$ cat config.mk
export PLATFORM = sky130hd
export DESIGN_NAME = multicycle_ctrl_flat
export DESIGN_NICKNAME = d
export VERILOG_FILES = /design/src/rtl/multicycle_ctrl_if.sv /design/src/rtl/multicycle_ctrl.sv /design/src/flat_wrapper.sv
export SDC_FILE = /design/constraint.sdc
export NUM_CORES = 1
export LEC_CHECK = 0
export ABC_CLOCK_PERIOD_IN_PS = 2040
export BUFFER_PORTS_ARGS = -buffer_cell sky130_fd_sc_hd__buf_2
export CELL_PAD_IN_SITES_DETAIL_PLACEMENT = 1
export CELL_PAD_IN_SITES_GLOBAL_PLACEMENT = 1
export CORE_UTILIZATION = 30
export DETAILED_ROUTE_END_ITERATION = 16
export PLACE_DENSITY = 0.62
export SLEW_MARGIN = 20
export SYNTH_ARGS = -nofsm -noshare
export SYNTH_HDL_FRONTEND = slang
export SYNTH_SLANG_ARGS = --single-unit
$ cat constraint.sdc
create_clock -name clk -period 2.04 [get_ports clk]
set_clock_uncertainty 0.1 [all_clocks]
set_input_delay 0.102 -clock clk [delete_from_list [all_inputs] [get_ports clk]]
set_output_delay 0.102 -clock clk [all_outputs]
set_load 0.02 [all_outputs]
$ cat src/rtl/multicycle_ctrl_if.sv
// Controller <-> instruction memory / datapath signal bundle.
// master = controller side, slave = memory/datapath side.
interface multicycle_ctrl_if #(
  parameter int unsigned D_WIDTH   = 32,
  parameter int unsigned CNT_WIDTH = 16
);
  logic [D_WIDTH-1:0]   instr;
  logic                 imem_valid;
  logic                 EQ;
  logic                 imem_req;
  logic [D_WIDTH-1:0]   ir;
  logic                 pc_en;
  logic                 PCsrc;
  logic                 RegWrite;
  logic                 ALUsrc;
  logic                 ALUctrl;
  logic                 ImmSrc;
  logic                 illegal;
  logic [CNT_WIDTH-1:0] retired;

  modport master (
    input  instr, imem_valid, EQ,
    output imem_req, ir, pc_en, PCsrc, RegWrite, ALUsrc, ALUctrl, ImmSrc,
           illegal, retired
  );

  modport slave (
    output instr, imem_valid, EQ,
    input  imem_req, ir, pc_en, PCsrc, RegWrite, ALUsrc, ALUctrl, ImmSrc,
           illegal, retired
  );
endinterface

$ cat src/rtl/multicycle_ctrl.sv
// Multicycle fetch/decode/execute controller for addi and bne, with a sticky
// illegal-instruction trap and a saturating retired-instruction counter.
module multicycle_ctrl #(
  parameter int unsigned D_WIDTH   = 32,
  parameter int unsigned CNT_WIDTH = 16
) (
  input  logic             clk,
  input  logic             rst_n,
  multicycle_ctrl_if.master bus
);

  localparam logic [6:0] OPC_OP_IMM = 7'b0010011;
  localparam logic [6:0] OPC_BRANCH = 7'b1100011;
  localparam logic [2:0] F3_ADDI    = 3'b000;
  localparam logic [2:0] F3_BNE     = 3'b001;
  localparam logic [CNT_WIDTH-1:0] RET_MAX = {CNT_WIDTH{1'b1}};

  typedef enum logic [2:0] {
    FETCH  = 3'd0,
    DECODE = 3'd1,
    EXEC_I = 3'd2,
    EXEC_B = 3'd3,
    TRAP   = 3'd4
  } state_e;

  // Moore controls, registered from the state being entered.
  typedef struct packed {
    logic imem_req;
    logic pc_en;
    logic reg_write;
    logic alu_src;
    logic alu_ctrl;
    logic imm_src;
    logic exec_b;
  } ctrl_t;

  state_e               state_q, state_d;
  logic [D_WIDTH-1:0]   ir_q, ir_d;
  logic [CNT_WIDTH-1:0] retired_q, retired_d;
  logic                 illegal_q, illegal_d;
  ctrl_t                ctrl_q, ctrl_d;

  always_ff @(posedge clk or negedge rst_n) begin
    if (!rst_n) begin
      state_q   <= FETCH;
      ir_q      <= '0;
      retired_q <= '0;
      illegal_q <= 1'b0;
      ctrl_q    <= '0;
    end else begin
      state_q   <= state_d;
      ir_q      <= ir_d;
      retired_q <= retired_d;
      illegal_q <= illegal_d;
      ctrl_q    <= ctrl_d;
    end
  end

  always_comb begin
    state_d   = state_q;
    ir_d      = ir_q;
    retired_d = retired_q;
    illegal_d = illegal_q;
    ctrl_d    = '0;

    case (state_q)
      // The request is only live from the first edge after reset onward.
      FETCH: begin
        if (ctrl_q.imem_req && bus.imem_valid) begin
          ir_d    = bus.instr;
          state_d = DECODE;
        end
      end
      DECODE: begin
        if (ir_q[6:0] == OPC_OP_IMM && ir_q[14:12] == F3_ADDI) begin
          state_d = EXEC_I;
        end else if (ir_q[6:0] == OPC_BRANCH && ir_q[14:12] == F3_BNE) begin
          state_d = EXEC_B;
        end else begin
          state_d   = TRAP;
          illegal_d = 1'b1;
        end
      end
      EXEC_I, EXEC_B: begin
        state_d = FETCH;
        if (retired_q != RET_MAX) begin
          retired_d = retired_q + CNT_WIDTH'(1);
        end
      end
      TRAP:    state_d = TRAP;
      default: state_d = FETCH;
    endcase

    case (state_d)
      FETCH: ctrl_d.imem_req = 1'b1;
      EXEC_I: begin
        ctrl_d.alu_src   = 1'b1;
        ctrl_d.pc_en     = 1'b1;
        ctrl_d.reg_write = |ir_d[11:7];
      end
      EXEC_B: begin
        ctrl_d.alu_ctrl = 1'b1;
        ctrl_d.imm_src  = 1'b1;
        ctrl_d.pc_en    = 1'b1;
        ctrl_d.exec_b   = 1'b1;
      end
      default: ctrl_d = '0;
    endcase
  end

  assign bus.imem_req = ctrl_q.imem_req;
  assign bus.ir       = ir_q;
  assign bus.pc_en    = ctrl_q.pc_en;
  assign bus.RegWrite = ctrl_q.reg_write;
  assign bus.ALUsrc   = ctrl_q.alu_src;
  assign bus.ALUctrl  = ctrl_q.alu_ctrl;
  assign bus.ImmSrc   = ctrl_q.imm_src;
  // Branch direction follows the live EQ flag during the branch cycle.
  assign bus.PCsrc    = ctrl_q.exec_b & ~bus.EQ;
  assign bus.illegal  = illegal_q;
  assign bus.retired  = retired_q;

endmodule

$ cat src/flat_wrapper.sv
// flat-port wrapper written by rule: the top's interface ports become plain ports
module multicycle_ctrl_flat 
#(
  parameter int unsigned D_WIDTH   = 32,
  parameter int unsigned CNT_WIDTH = 16
)
  (clk, rst_n, bus_instr, bus_imem_valid, bus_EQ, bus_imem_req, bus_ir, bus_pc_en, bus_PCsrc, bus_RegWrite, bus_ALUsrc, bus_ALUctrl, bus_ImmSrc, bus_illegal, bus_retired);
  multicycle_ctrl_if #(.D_WIDTH(D_WIDTH), .CNT_WIDTH(CNT_WIDTH)) bus_i ();
  input  logic clk;
  input  logic rst_n;
  input wire logic [$bits(bus_i.instr)-1:0] bus_instr;
  input wire logic [$bits(bus_i.imem_valid)-1:0] bus_imem_valid;
  input wire logic [$bits(bus_i.EQ)-1:0] bus_EQ;
  output wire logic [$bits(bus_i.imem_req)-1:0] bus_imem_req;
  output wire logic [$bits(bus_i.ir)-1:0] bus_ir;
  output wire logic [$bits(bus_i.pc_en)-1:0] bus_pc_en;
  output wire logic [$bits(bus_i.PCsrc)-1:0] bus_PCsrc;
  output wire logic [$bits(bus_i.RegWrite)-1:0] bus_RegWrite;
  output wire logic [$bits(bus_i.ALUsrc)-1:0] bus_ALUsrc;
  output wire logic [$bits(bus_i.ALUctrl)-1:0] bus_ALUctrl;
  output wire logic [$bits(bus_i.ImmSrc)-1:0] bus_ImmSrc;
  output wire logic [$bits(bus_i.illegal)-1:0] bus_illegal;
  output wire logic [$bits(bus_i.retired)-1:0] bus_retired;
  assign bus_i.instr = bus_instr;
  assign bus_i.imem_valid = bus_imem_valid;
  assign bus_i.EQ = bus_EQ;
  assign bus_imem_req = bus_i.imem_req;
  assign bus_ir = bus_i.ir;
  assign bus_pc_en = bus_i.pc_en;
  assign bus_PCsrc = bus_i.PCsrc;
  assign bus_RegWrite = bus_i.RegWrite;
  assign bus_ALUsrc = bus_i.ALUsrc;
  assign bus_ALUctrl = bus_i.ALUctrl;
  assign bus_ImmSrc = bus_i.ImmSrc;
  assign bus_illegal = bus_i.illegal;
  assign bus_retired = bus_i.retired;
  multicycle_ctrl #(.D_WIDTH(D_WIDTH), .CNT_WIDTH(CNT_WIDTH)) u_core (.clk(clk), .rst_n(rst_n), .bus(bus_i));
endmodule
==> results by group <==
Setup path
  – CP top delay family: simple AND/OR/NAND/NOR gates
  – CP startpoint kind: flip-flop
  – Crit path kind: flip-flop to flip-flop
  – Max incr delay on CP: 0.72 ns
  – Cell-by-cell trace of the critical path: or4_2 -> buf_12 -> mux2_4
  – R2r startpoint: u_core.state_q[2]
  – CP endpoint kind: flip-flop
  – Data required, critical path: 2.15 ns
  – Worst reg2reg path endpoint: u_core.bus.ir[26]
  – R2R setup slack: 0.16 ns
  – Slowest CP cell: or4_2
  – Worst Path Buf+Inv: 1
  – Crit-path max FO: 33
  – Worst EP arrival: about 2 ns
  – Reg2Reg Depth: 3

Power
  – Sw Share: 0.2025
  – Cell Int Power: around 1.9 mW
  – Net Sw Power: 0.4946 mW
  – Pwr dens: 671.4 nW/um^2
  – Sequential share of power: 0.463
  – Logic gate share of total power: 0.044
  – Clock power share: 0.493
  – Worst VDD drop: between 0.3 and 0.4 mV
  – Leak pwr: 2.005 nW

Clock tree
  – Num CTS Buffers: 9
  – Clk_lat worst skew: 0.32 ns
  – H-tree depth: 3
  – CTS tree: done
  – Worst-path clk slew: 0.07 ns
  – Clock tree sinks: 57
  – Clock root cell: clkbuf_8
  – Clock buffer depth: 2
  – Post-CTS Setup Bufs: 0

Yosys
  – Cells after Synth: 175
  – Synthesized area: 2469 um^2
  – Number of synthesized flops with an enable pin: 0
  – Sequential area share after synthesis: 0.5778
  – Async S/R FF share, synth: 1.000
  – Synth Warn #: 0
  – Synth cell types: 30
  – Synth Register Bits: 57
  – Syn_area_per_cell: 14.11 um^2
  – Top FF cell, synth: dfrtp_1
  – Syn nets: 212

Timing
  – Final min period: around 1.9 ns
  – RSZ-0062 raised after global routing: no
  – Worst rel slew slack: 0.5998
  – Count of final setup violators: 0
  – Fin crit share: 0.9207
  – Worst-Margin Slew: 0.6003 ns
  – Final hold violations: 0
  – Slew Limit Fails: 0
  – TNS Setup: 0 ns
  – Peak Freq: approximately 530 MHz

Detailed routing
  – Wire per inst: between 10 and 15 um
  – DRC Markers: 0
  – Antenna-violating nets left: 0
  – First-pass detailed-route iteration total: 4
  – Via count: 1862
  – Routed WL: 5942 um
  – DR iter-0 viols: 34
  – Vias per inst: 4.423

Place
  – GP Congestion: ~0.71
  – Input/output buffers: 91
  – Detail Placement HPWL: 4004 um

Finish
  – Most frequent cells in the layout: buf_2 (91), dfrtp_1 (57), dlygate4sd3_1 (33), mux2_4 (28)
  – # nets final: 351
  – Post-layout util: 0.4636
  – Most common cell after layout, fill and taps aside: buf_2
  – Share of cells above drive strength 1: 0.4890
  – Synth-to-Final Area Change: 47.39%
  – Ant diodes: 0

GRT
  – Grt ovf: 0
  – Number of global-route vias before repair: 2000
  – Largest net degree at the start of global routing: 34
  – Total GRT Usage: 0.1490
  – Initial antenna violation count: 0
  – First-pass GRT wire length: about 9800 um

Worst hold path
  – WHS Path Cells: 4
  – Min-Delay Path Class: primary input to flip-flop
  – Hold endpoint: u_core.bus.imem_req
  – Hold path startpoint: bus_imem_valid

Flow run
  – # Max-Cap Violations: 0

Die
  – Row cnt: 32
  – Die ar.: 8595 um^2
  – IO Count: between 90 and 100
  – Starting Density: 0.3146
  – Die span in x: 92.71 um
  – Die height: roughly 90 um
  – Core area: 7848 um^2

Outcome
  – Status: finished, final reports clean
-- registers in the layout (all words and copies together), names as in the netlist --
signal               cells
u_core.bus.illegal       1
u_core.bus.ALUsrc        1
u_core.bus.pc_en         1
u_core.bus.retired      16
u_core.bus.imem_req      1
u_core.state_q           3
u_core.bus.RegWrite      1
u_core.bus.ir           32
u_core.bus.ALUctrl       1
-- through the flow --
step / setup slack, ns / area [um^2] / hold slack (ns) / power, mW / cells
floorplan: 0.2524 / 2469 / -0.2936 / 1.153 / 175
finish: 0.1618 / 3638 / 0.1178 / 2.443 / 421
CTS: 0.1600 / 3638 / 0.1008 / 2.478 / 421
global placement: 0.1939 / 3079 / 0.05531 / 1.211 / 372
detailed placement: 0.1623 / 3079 / 0.05934 / 1.213 / 372
global route: 0.03996 / 3638 / 0.1434 / 2.532 / 421
-- cells by family (layout without fill, tap and decap cells) --
family / count (synthesis) / count (layout) / share of synthesized area
flops: 57 / 57 / 0.5778
simple gates: 49 / 49 / 0.1115
mux: 36 / 36 / 0.2068
xor+xnor: 12 / 12 / 0.04257
compound gates: 11 / 11 / 0.02686
buf+inv: 9 / 153 / 0.02939
fa+ha+maj: 1 / 1 / 0.005068
-- worst max path at each step --
stage / start / end / slack, ns / depth (start not counted)
global route: u_core.bus.ir[3] / u_core.bus.RegWrite / 0.04 / 5
detailed placement: u_core.state_q[2] / u_core.bus.ir[18] / 0.16 / 3
global placement: u_core.state_q[2] / u_core.bus.ir[31] / 0.19 / 3
floorplan: u_core.bus.ir[3] / u_core.bus.RegWrite / 0.25 / 5
finish: u_core.state_q[2] / u_core.bus.ir[26] / 0.16 / 3
CTS: u_core.state_q[2] / u_core.bus.ir[18] / 0.16 / 3
-- tightest hold or removal path, cell delays in order --
cell and delay, ns:
buf_2 0.10, nand2_1 0.05, or4_2 0.14, o21a_1 0.12
-- metal layers --
metal	up-vias	share of wire	wire length, um	global-route usage
li1	887	-	-	-
met1	908	0.44	2592	0.1878
met2	59	0.49	2901	0.2352
met3	8	0.059	353	0.04598
met4	0	0.016	94	0.06538
met5	-	0	0	0
-- area by class of cell --
type / count / area [um^2]
Sequential cell: 57 / 1426
Timing Repair Buffer: 134 / 873.3
Tap cell: 102 / 127.6
Clock buffer: 11 / 151.4
Multi-Input combinational cell: 109 / 970.9
Fill cell: 876 / 4209
Inverter: 3 / 11.26
Clock inverter: 5 / 77.57
-- cells in the mapped netlist, types with 2 or more instances --
library cell | n | area (um^2)
nor4b_1 | 2 | 17.52
xnor2_1 | 10 | 87.58
o21ai_0 | 2 | 10.01
dfrtp_1 | 57 | 1426
mux2_2 | 8 | 90.09
o21a_1 | 2 | 15.01
nand4_1 | 4 | 25.02
nor2_1 | 8 | 30.03
and4_1 | 2 | 17.52
a31oi_1 | 3 | 18.77
mux2_4 | 28 | 420.4
a21oi_1 | 3 | 15.01
and3_1 | 2 | 12.51
buf_6 | 3 | 33.78
inv_1 | 3 | 11.26
nand2_1 | 11 | 41.29
nand3_1 | 8 | 40.04
xor2_1 | 2 | 17.52
nor2b_1 | 5 | 31.28
or4_1 | 2 | 15.01
-- timing repair --
| action | 4_1_cts | 5_1_grt |
|---|---|---|
| hold buffers | 33 | 0 |
| resized for setup | 0 | 0 |
| endpoints found under the hold margin | 57 | 0 |
-- power groups by stage --
stage | Combinational, mW | Sequential [mW] | Clock (mW)
6_report | 0.108 | 1.13 | 1.20
5_1_grt | 0.121 | 1.13 | 1.28
4_1_cts | 0.109 | 1.13 | 1.24
3_5_place_dp | 0.0616 | 1.15 | 0
3_3_place_gp | 0.0600 | 1.15 | 0
2_1_floorplan | 0.00149 | 1.15 | 0
Power figures use the tool's default switching activity.
